File: src/rtl/slt_share_arbiter.sv
// Round-robin sharing of one set-less-than compare between ALU (port 0) and branch unit (port 1).
// Define SLT_STATS_EN to add saturating grant/contention counters (stat_cnt0, stat_cnt1, stat_contend).
module slt_share_arbiter #(
  parameter int width = 32,
  parameter int CNT_W = 16
) (
  input  logic             clk,
  input  logic             reset_n,
  input  logic             req0_valid,
  output logic             req0_ready,
  input  logic [width-1:0] req0_A,
  input  logic [width-1:0] req0_B,
  input  logic             req0_uns,
  input  logic             req1_valid,
  output logic             req1_ready,
  input  logic [width-1:0] req1_A,
  input  logic [width-1:0] req1_B,
  input  logic             req1_uns,
  output logic             resp0_valid,
  input  logic             resp0_ready,
  output logic             resp1_valid,
  input  logic             resp1_ready,
  output logic [width-1:0] resp_Out,
  output logic             busy
`ifdef SLT_STATS_EN
  ,
  output logic [CNT_W-1:0] stat_cnt0,
  output logic [CNT_W-1:0] stat_cnt1,
  output logic [CNT_W-1:0] stat_contend
`endif
);

  localparam logic [1:0] ST_IDLE = 2'd0;
  localparam logic [1:0] ST_CMP  = 2'd1;
  localparam logic [1:0] ST_RESP = 2'd2;

  if (width < 2) begin : g_width_chk
    $error("width must be at least 2");
  end
  if (CNT_W < 1) begin : g_cnt_w_chk
    $error("CNT_W must be at least 1");
  end

  logic [1:0]       state_q, state_d;
  logic             ptr_q, ptr_d;
  logic             owner_q, owner_d;
  logic [width-1:0] a_q, a_d;
  logic [width-1:0] b_q, b_d;
  logic             uns_q, uns_d;
  logic [width-1:0] resp_q, resp_d;
  logic             v0_q, v0_d;
  logic             v1_q, v1_d;
  logic             grant0_s, grant1_s;
  logic             accept_s;
  logic             lt_s;

  // Signed less-than uses sign of the difference corrected by overflow; unsigned uses the borrow.
  function automatic logic slt_f(input logic [width-1:0] a, input logic [width-1:0] b,
                                 input logic uns);
    logic [width:0] diff;
    logic           ovf;
    diff = {1'b0, a} - {1'b0, b};
    ovf  = (a[width-1] ^ b[width-1]) & (diff[width-1] ^ a[width-1]);
    if (uns) begin
      return diff[width];
    end else begin
      return diff[width-1] ^ ovf;
    end
  endfunction

  // Arbiter: a lone requester wins; on a tie the pointer picks.
  always_comb begin
    grant0_s = 1'b0;
    grant1_s = 1'b0;
    if (req0_valid && req1_valid) begin
      grant0_s = ~ptr_q;
      grant1_s = ptr_q;
    end else begin
      grant0_s = req0_valid;
      grant1_s = req1_valid;
    end
  end

  assign accept_s   = (state_q == ST_IDLE) && (grant0_s || grant1_s);
  assign req0_ready = reset_n && (state_q == ST_IDLE) && grant0_s;
  assign req1_ready = reset_n && (state_q == ST_IDLE) && grant1_s;
  assign lt_s       = slt_f(a_q, b_q, uns_q);

  // Next-state and datapath register updates.
  always_comb begin
    state_d = state_q;
    ptr_d   = ptr_q;
    owner_d = owner_q;
    a_d     = a_q;
    b_d     = b_q;
    uns_d   = uns_q;
    resp_d  = resp_q;
    v0_d    = v0_q;
    v1_d    = v1_q;
    case (state_q)
      ST_IDLE: begin
        if (accept_s) begin
          owner_d = grant1_s;
          a_d     = grant1_s ? req1_A : req0_A;
          b_d     = grant1_s ? req1_B : req0_B;
          uns_d   = grant1_s ? req1_uns : req0_uns;
          ptr_d   = ~grant1_s;
          state_d = ST_CMP;
        end else begin
          state_d = ST_IDLE;
        end
      end
      ST_CMP: begin
        resp_d  = {{(width-1){1'b0}}, lt_s};
        v0_d    = ~owner_q;
        v1_d    = owner_q;
        state_d = ST_RESP;
      end
      ST_RESP: begin
        if (owner_q ? resp1_ready : resp0_ready) begin
          resp_d  = {width{1'b0}};
          v0_d    = 1'b0;
          v1_d    = 1'b0;
          state_d = ST_IDLE;
        end else begin
          state_d = ST_RESP;
        end
      end
      default: begin
        resp_d  = {width{1'b0}};
        v0_d    = 1'b0;
        v1_d    = 1'b0;
        state_d = ST_IDLE;
      end
    endcase
  end

  // State and operand/result registers.
  always_ff @(posedge clk or negedge reset_n) begin
    if (!reset_n) begin
      state_q <= ST_IDLE;
      ptr_q   <= 1'b0;
      owner_q <= 1'b0;
      a_q     <= {width{1'b0}};
      b_q     <= {width{1'b0}};
      uns_q   <= 1'b0;
      resp_q  <= {width{1'b0}};
      v0_q    <= 1'b0;
      v1_q    <= 1'b0;
    end else begin
      state_q <= state_d;
      ptr_q   <= ptr_d;
      owner_q <= owner_d;
      a_q     <= a_d;
      b_q     <= b_d;
      uns_q   <= uns_d;
      resp_q  <= resp_d;
      v0_q    <= v0_d;
      v1_q    <= v1_d;
    end
  end

  assign resp_Out    = resp_q;
  assign resp0_valid = v0_q;
  assign resp1_valid = v1_q;
  assign busy        = (state_q != ST_IDLE);

`ifdef SLT_STATS_EN
  localparam logic [CNT_W-1:0] CNT_MAX = {CNT_W{1'b1}};
  localparam logic [CNT_W-1:0] CNT_ONE = {{(CNT_W-1){1'b0}}, 1'b1};

  logic [CNT_W-1:0] cnt0_q, cnt1_q, cont_q;

  // Saturating counters: accepts per port and contended grants.
  always_ff @(posedge clk or negedge reset_n) begin
    if (!reset_n) begin
      cnt0_q <= {CNT_W{1'b0}};
      cnt1_q <= {CNT_W{1'b0}};
      cont_q <= {CNT_W{1'b0}};
    end else begin
      if (accept_s && grant0_s && (cnt0_q != CNT_MAX)) begin
        cnt0_q <= cnt0_q + CNT_ONE;
      end
      if (accept_s && grant1_s && (cnt1_q != CNT_MAX)) begin
        cnt1_q <= cnt1_q + CNT_ONE;
      end
      if (accept_s && req0_valid && req1_valid && (cont_q != CNT_MAX)) begin
        cont_q <= cont_q + CNT_ONE;
      end
    end
  end

  assign stat_cnt0    = cnt0_q;
  assign stat_cnt1    = cnt1_q;
  assign stat_contend = cont_q;
`endif

endmodule

File: config.mk
export PLATFORM = sky130hd
export DESIGN_NAME = slt_share_arbiter
export DESIGN_NICKNAME = d
export VERILOG_FILES = /design/src/rtl/slt_share_arbiter.sv
export SDC_FILE = /design/constraint.sdc
export NUM_CORES = 1
export LEC_CHECK = 0
export CORE_MARGIN = 1
export CORE_UTILIZATION = 40
export CTS_CLUSTER_DIAMETER = 100
export CTS_CLUSTER_SIZE = 14
export DETAILED_ROUTE_END_ITERATION = 6
export PLACE_DENSITY_LB_ADDON = 0.12
export SLEW_MARGIN = 20
export SYNTH_ARGS = -nofsm -noshare
export SYNTH_HDL_FRONTEND = slang
export SYNTH_SLANG_ARGS = --single-unit
File: constraint.sdc
create_clock -name clk -period 2.3 [get_ports clk]
set_clock_uncertainty 0.1 [all_clocks]
set_input_delay 0.46 -clock clk [delete_from_list [all_inputs] [get_ports clk]]
set_output_delay 0.46 -clock clk [all_outputs]
set_load 0.02 [all_outputs]
==> reports/results.env, run 1 <==
RESULT_OF_THE_RUN='finished with violations'
VIOLATIONS='setup timing'
PWR_DENSITY_CELL_nW_PER_UM2=1300
CLOCK_SINK_COUNT=72
YOSYS_WARNINGS=0
GRT_FIRST_PASS_WIRELENGTH_UM=17900
DPL_WORST_SLACK_NS=-0.293
TIMING_HOLD_VIOLATIONS_FINAL=0
REPORT.FINAL.SLEW_VIOL_COUNT=0
CLOCK_TREE_FROM_TRITONCTS='built'
IO_BUFFERS=141
STANDARD_CELL_CORE_AREA_UM2=10300
SETUP.WORST_PATH.CLASS='flop to flop'
YOSYS.CELL_COUNT.TOP_TYPE='inv_1'
EDFF_COUNT_SYNTH=0
CLKLATENCYLATEPIN_NS=0.34
SYNTH_SEQ_CELLS=72
DRTITER0DRC=336
LEAKAGE_nW=3.15
GRT_USAGE_PCT=20.5
MASTER_CELL_OF_THE_CLOCK_ROOT_BUFFER='clkbuf_8'
CTS-HTREE-LEVELS=3
SYNTHTOPCELLSBYCOUNT='inv_1, dfrtp_1, a222oi_1, buf_4, ha_1'
SYNTH-ASYNC-RESET-RATIO_PCT=100
CTS_HOLD_REPAIR.BUFFERS=0
DRIVE_ABOVE_1_SHARE_PCT=15.5
CTS_INSERTED_BUFFERS=9
INITIAL_CORE_UTIL_PCT=41.1
SYNTHFLOPTYPE='dfrtp_1'
LAYOUT_SETUP_WS_NS=-0.137
RSZ0062_AT_GRT='true'
IO_PINS=173
POST_DRT_VIA_CELL_RATIO=5.10
YOSYS.CELL_TYPES.COUNT=46
SLEW_HEADROOM_PCT=41.4
CLOCK_PATH_BUFFERS=2
CRIT_PATH_CELL_TRACE='ha_1 -> nand4_1 -> nor2_2 -> nand2_1 -> o221ai_2 -> a41oi_2 -> fa_2 -> nand3b_1 -> a21oi_1 -> a221o_1'
LAYOUT.NETS=774
SETUP_VIOL=1
DRT_PRE_ANTENNA_ITERS=7
WORSTSETUPSTARTPOINT='a_q[29]'
WORSTPATHREQUIRED_NS=2.43
SYN-CELL-AREA_UM2=4240
DP_HPWL_UM=7980
SYN_AVG_CELL_AREA_UM2=9.98
SETUP.REG_TO_REG.WORST_SLACK_NS=-0.14
SYNTH_AREA_LEADER_CELL='dfrtp_1'
TIMING.CRITICAL_PATH.BUF_INV=0
CRITICAL_PATH.MAX_STAGE_DELAY_NS=0.39
SYNTH_TOP_CELLS_BY_AREA='dfrtp_1, a222oi_1, inv_1'
GRT_START_MAX_NET_PINS=73
FILLERS=877
MAX_FREQ_MHz=410
ROUTEDWLPERCELL_UM=14.5
FP-ROW-COUNT=37
PATH_DELAY_FAMILY='adder cells'
GP_ROUTABILITY_CONGESTION=0.780
MAX-VDD-IR-DROP_mV=0.512
VIA_COUNT=3807
FIRST_GLOBAL_VIAS=3951
TIGHTEST_SLEW_NS=0.880
P_SEQ_SHARE_PCT=28.0
PROPORTION_OF_SYNTHESIZED_CHIP_AREA_IN_SEQUENTIAL_CELLS_PCT=42.5
DIE_W_UM=105
MIN_CYCLE_TIME_LAYOUT_NS=2.44
WORSTPATHARRIVAL_NS=2.56
SYNTH_TOP_AREA_SHARE_PCT=42.5
COMB_POWER_SHARE_PCT=58.7
AREA_GROWTH_SYN_TO_LAYOUT_PCT=49.2
WIRELENGTH_UM=10800
ANTENNADIODECOUNT=0
FINAL_ANTENNA_NET_COUNT=0
MAXIMUM_CAPACITANCE_VIOLATIONS=0
GRT_ANTENNA_BEFORE_REPAIR=0
CRITICAL_PATH_PEAK_FANOUT=4
HP-CLASS='primary input to async pin'
SW_FRAC_OF_TOTAL_PCT=38.9
SETUP_TOTAL_NEGATIVE_SLACK_NS=-0.137
P_SW_mW=3.20
DIE-HEIGHT_UM=105
STARTPOINT_OF_THE_LOWEST_SLACK_REGISTER_TO_REGISTER_PATH='a_q[29]'
CRITICAL_PATH.STARTPOINT_TYPE='flop'
INTERNAL_POWER_mW=5.01
CLK_TRANSITION_REPORTED_PATHS_NS=0.08
FLOORPLAN.DIE_AREA_UM2=11000
POWER.CLOCK.FRACTION_PCT=13.3
WORST_SETUP_END_KIND='flop'
NETLIST_INSTANCES=425
LAYOUT_WORST_PATH_CYCLE_SHARE_PCT=106
GR-TOTAL-OVERFLOW=0
CRIT_PATH_TOP_DELAY_CELL='dfrtp_1'
DRC_MARKERS=0
==> registers in the layout (all words and copies together) (netlist names) <==
name and count:
resp0_valid 1, resp_Out 1, uns_q 1, state_q 2, b_q 32, ptr_q 1
owner_q 1, resp1_valid 1, a_q 32
==> layout make-up <==
class / instances / area [um^2] / share of cell area (%)
repair buffers: 194 / 1830 / 28.9
inverters: 106 / 398 / 6.28
flip-flops and latches: 72 / 1800 / 28.5
clock inverters: 6 / 92.6 / 1.46
well taps: 136 / 170 / 2.69
multi-input cells: 223 / 1910 / 30.2
clock buffers: 10 / 128 / 2.02
==> per-stage QoR <==
step	area [um^2]	total power [mW]	hold WS [ns]	util, %	cells
floorplan	4380	5.16	0.0644	-	455
global placement	5960	6.66	0.391	57.8	723
detailed placement	5960	6.80	0.401	57.8	723
CTS	6320	8.23	0.307	61.2	745
global route	6330	8.91	0.354	61.3	747
finish	6330	8.21	0.276	61.3	747
==> power groups by stage <==
| stage | sequential (mW) | combinational (mW) | clock (mW) |
|---|---|---|---|
| 2_1_floorplan | 2.21 | 2.95 | 0 |
| 3_3_place_gp | 2.29 | 4.37 | 0 |
| 3_5_place_dp | 2.31 | 4.49 | 0 |
| 4_1_cts | 2.30 | 4.80 | 1.13 |
| 5_1_grt | 2.37 | 5.36 | 1.18 |
| 6_report | 2.30 | 4.82 | 1.10 |
==> layout by cell type (no fill, tap or decap), types with 2 or more instances in the layout <==
master and count:
ha_1 26, nand2b_1 2, nor2_1 2, o21a_1 2, o21ai_0 5, inv_1 105, a211o_1 4, a21oi_2 2
and2_1 3, dfrtp_1 72, ha_4 5, clkbuf_8 9, conb_1 31, nor2_2 2, a222oi_1 65, and3_1 2
mux2i_1 2, nand4_1 3, a21oi_1 20, buf_12 2, clkdlybuf4s50_1 138, buf_4 52, bufinv_16 2, nand3_1 5
nand2_1 9, o221ai_1 2, clkinvlp_4 2, a21o_1 6
==> logic make-up (layout without fill, tap and decap cells) <==
| group | count (synthesis) | after routing | share of synthesized area (%) |
|---|---|---|---|
| buffers and inverters | 160 | 316 | 18.2 |
| AO/OA/AOI/OAI | 121 | 121 | 24.2 |
| flip-flops | 72 | 72 | 42.5 |
| AND/OR/NAND/NOR | 36 | 36 | 4.69 |
| adder cells (fa/ha/maj) | 32 | 32 | 9.61 |
| multiplexers | 3 | 3 | 0.737 |
| other | 1 | 31 | 0.0884 |
==> final timing paths <==
kind | endpoint | cells past startpoint
min in group clk | b_q[1] | 2
min | a_q[20] | 2
max | resp_Out[0] | 10
min reg2reg | b_q[1] | 2
max reg2reg | resp_Out[0] | 10
max in group asynchronous | a_q[10] | 2
==> layer usage <==
metal / part of all wire (%) / wire, um / up-vias / GRT usage (%)
met5: 0 / 0 / - / 0
met4: 2.1 / 224 / 0 / 8.05
met3: 6.1 / 660 / 20 / 4.30
met2: 49 / 5330 / 148 / 35.7
met1: 43 / 4600 / 1777 / 24.6
li1: - / - / 1862 / -
==> worst register-to-register path, cell delays in order, from the launching register on <==
cell and delay [ns]:
dfrtp_1 0.39, ha_1 0.30, nand4_1 0.23, nor2_2 0.19, nand2_1 0.09, o221ai_2 0.19
a41oi_2 0.07, fa_2 0.34, nand3b_1 0.09, a21oi_1 0.07, a221o_1 0.25
==> what timing repair did <==
item | 4_1_cts | 5_1_grt
endpoints found under the setup margin | 3 | 2
resized for setup | 18 | 2
endpoints found under the hold margin | 0 | 0
pin swaps | 10 | 5
buffers inserted | 6 | 2
No activity file was read; power rests on OpenSTA's default activity.
==> run 2: changes to the inputs <==
- CTS_CLUSTER_DIAMETER: 100 -> not set
- HOLD_SLACK_MARGIN: not set -> 0.08
==> results of run 2 <==
Same layout as run 1: the final DEF is identical, and so are final timing and power.
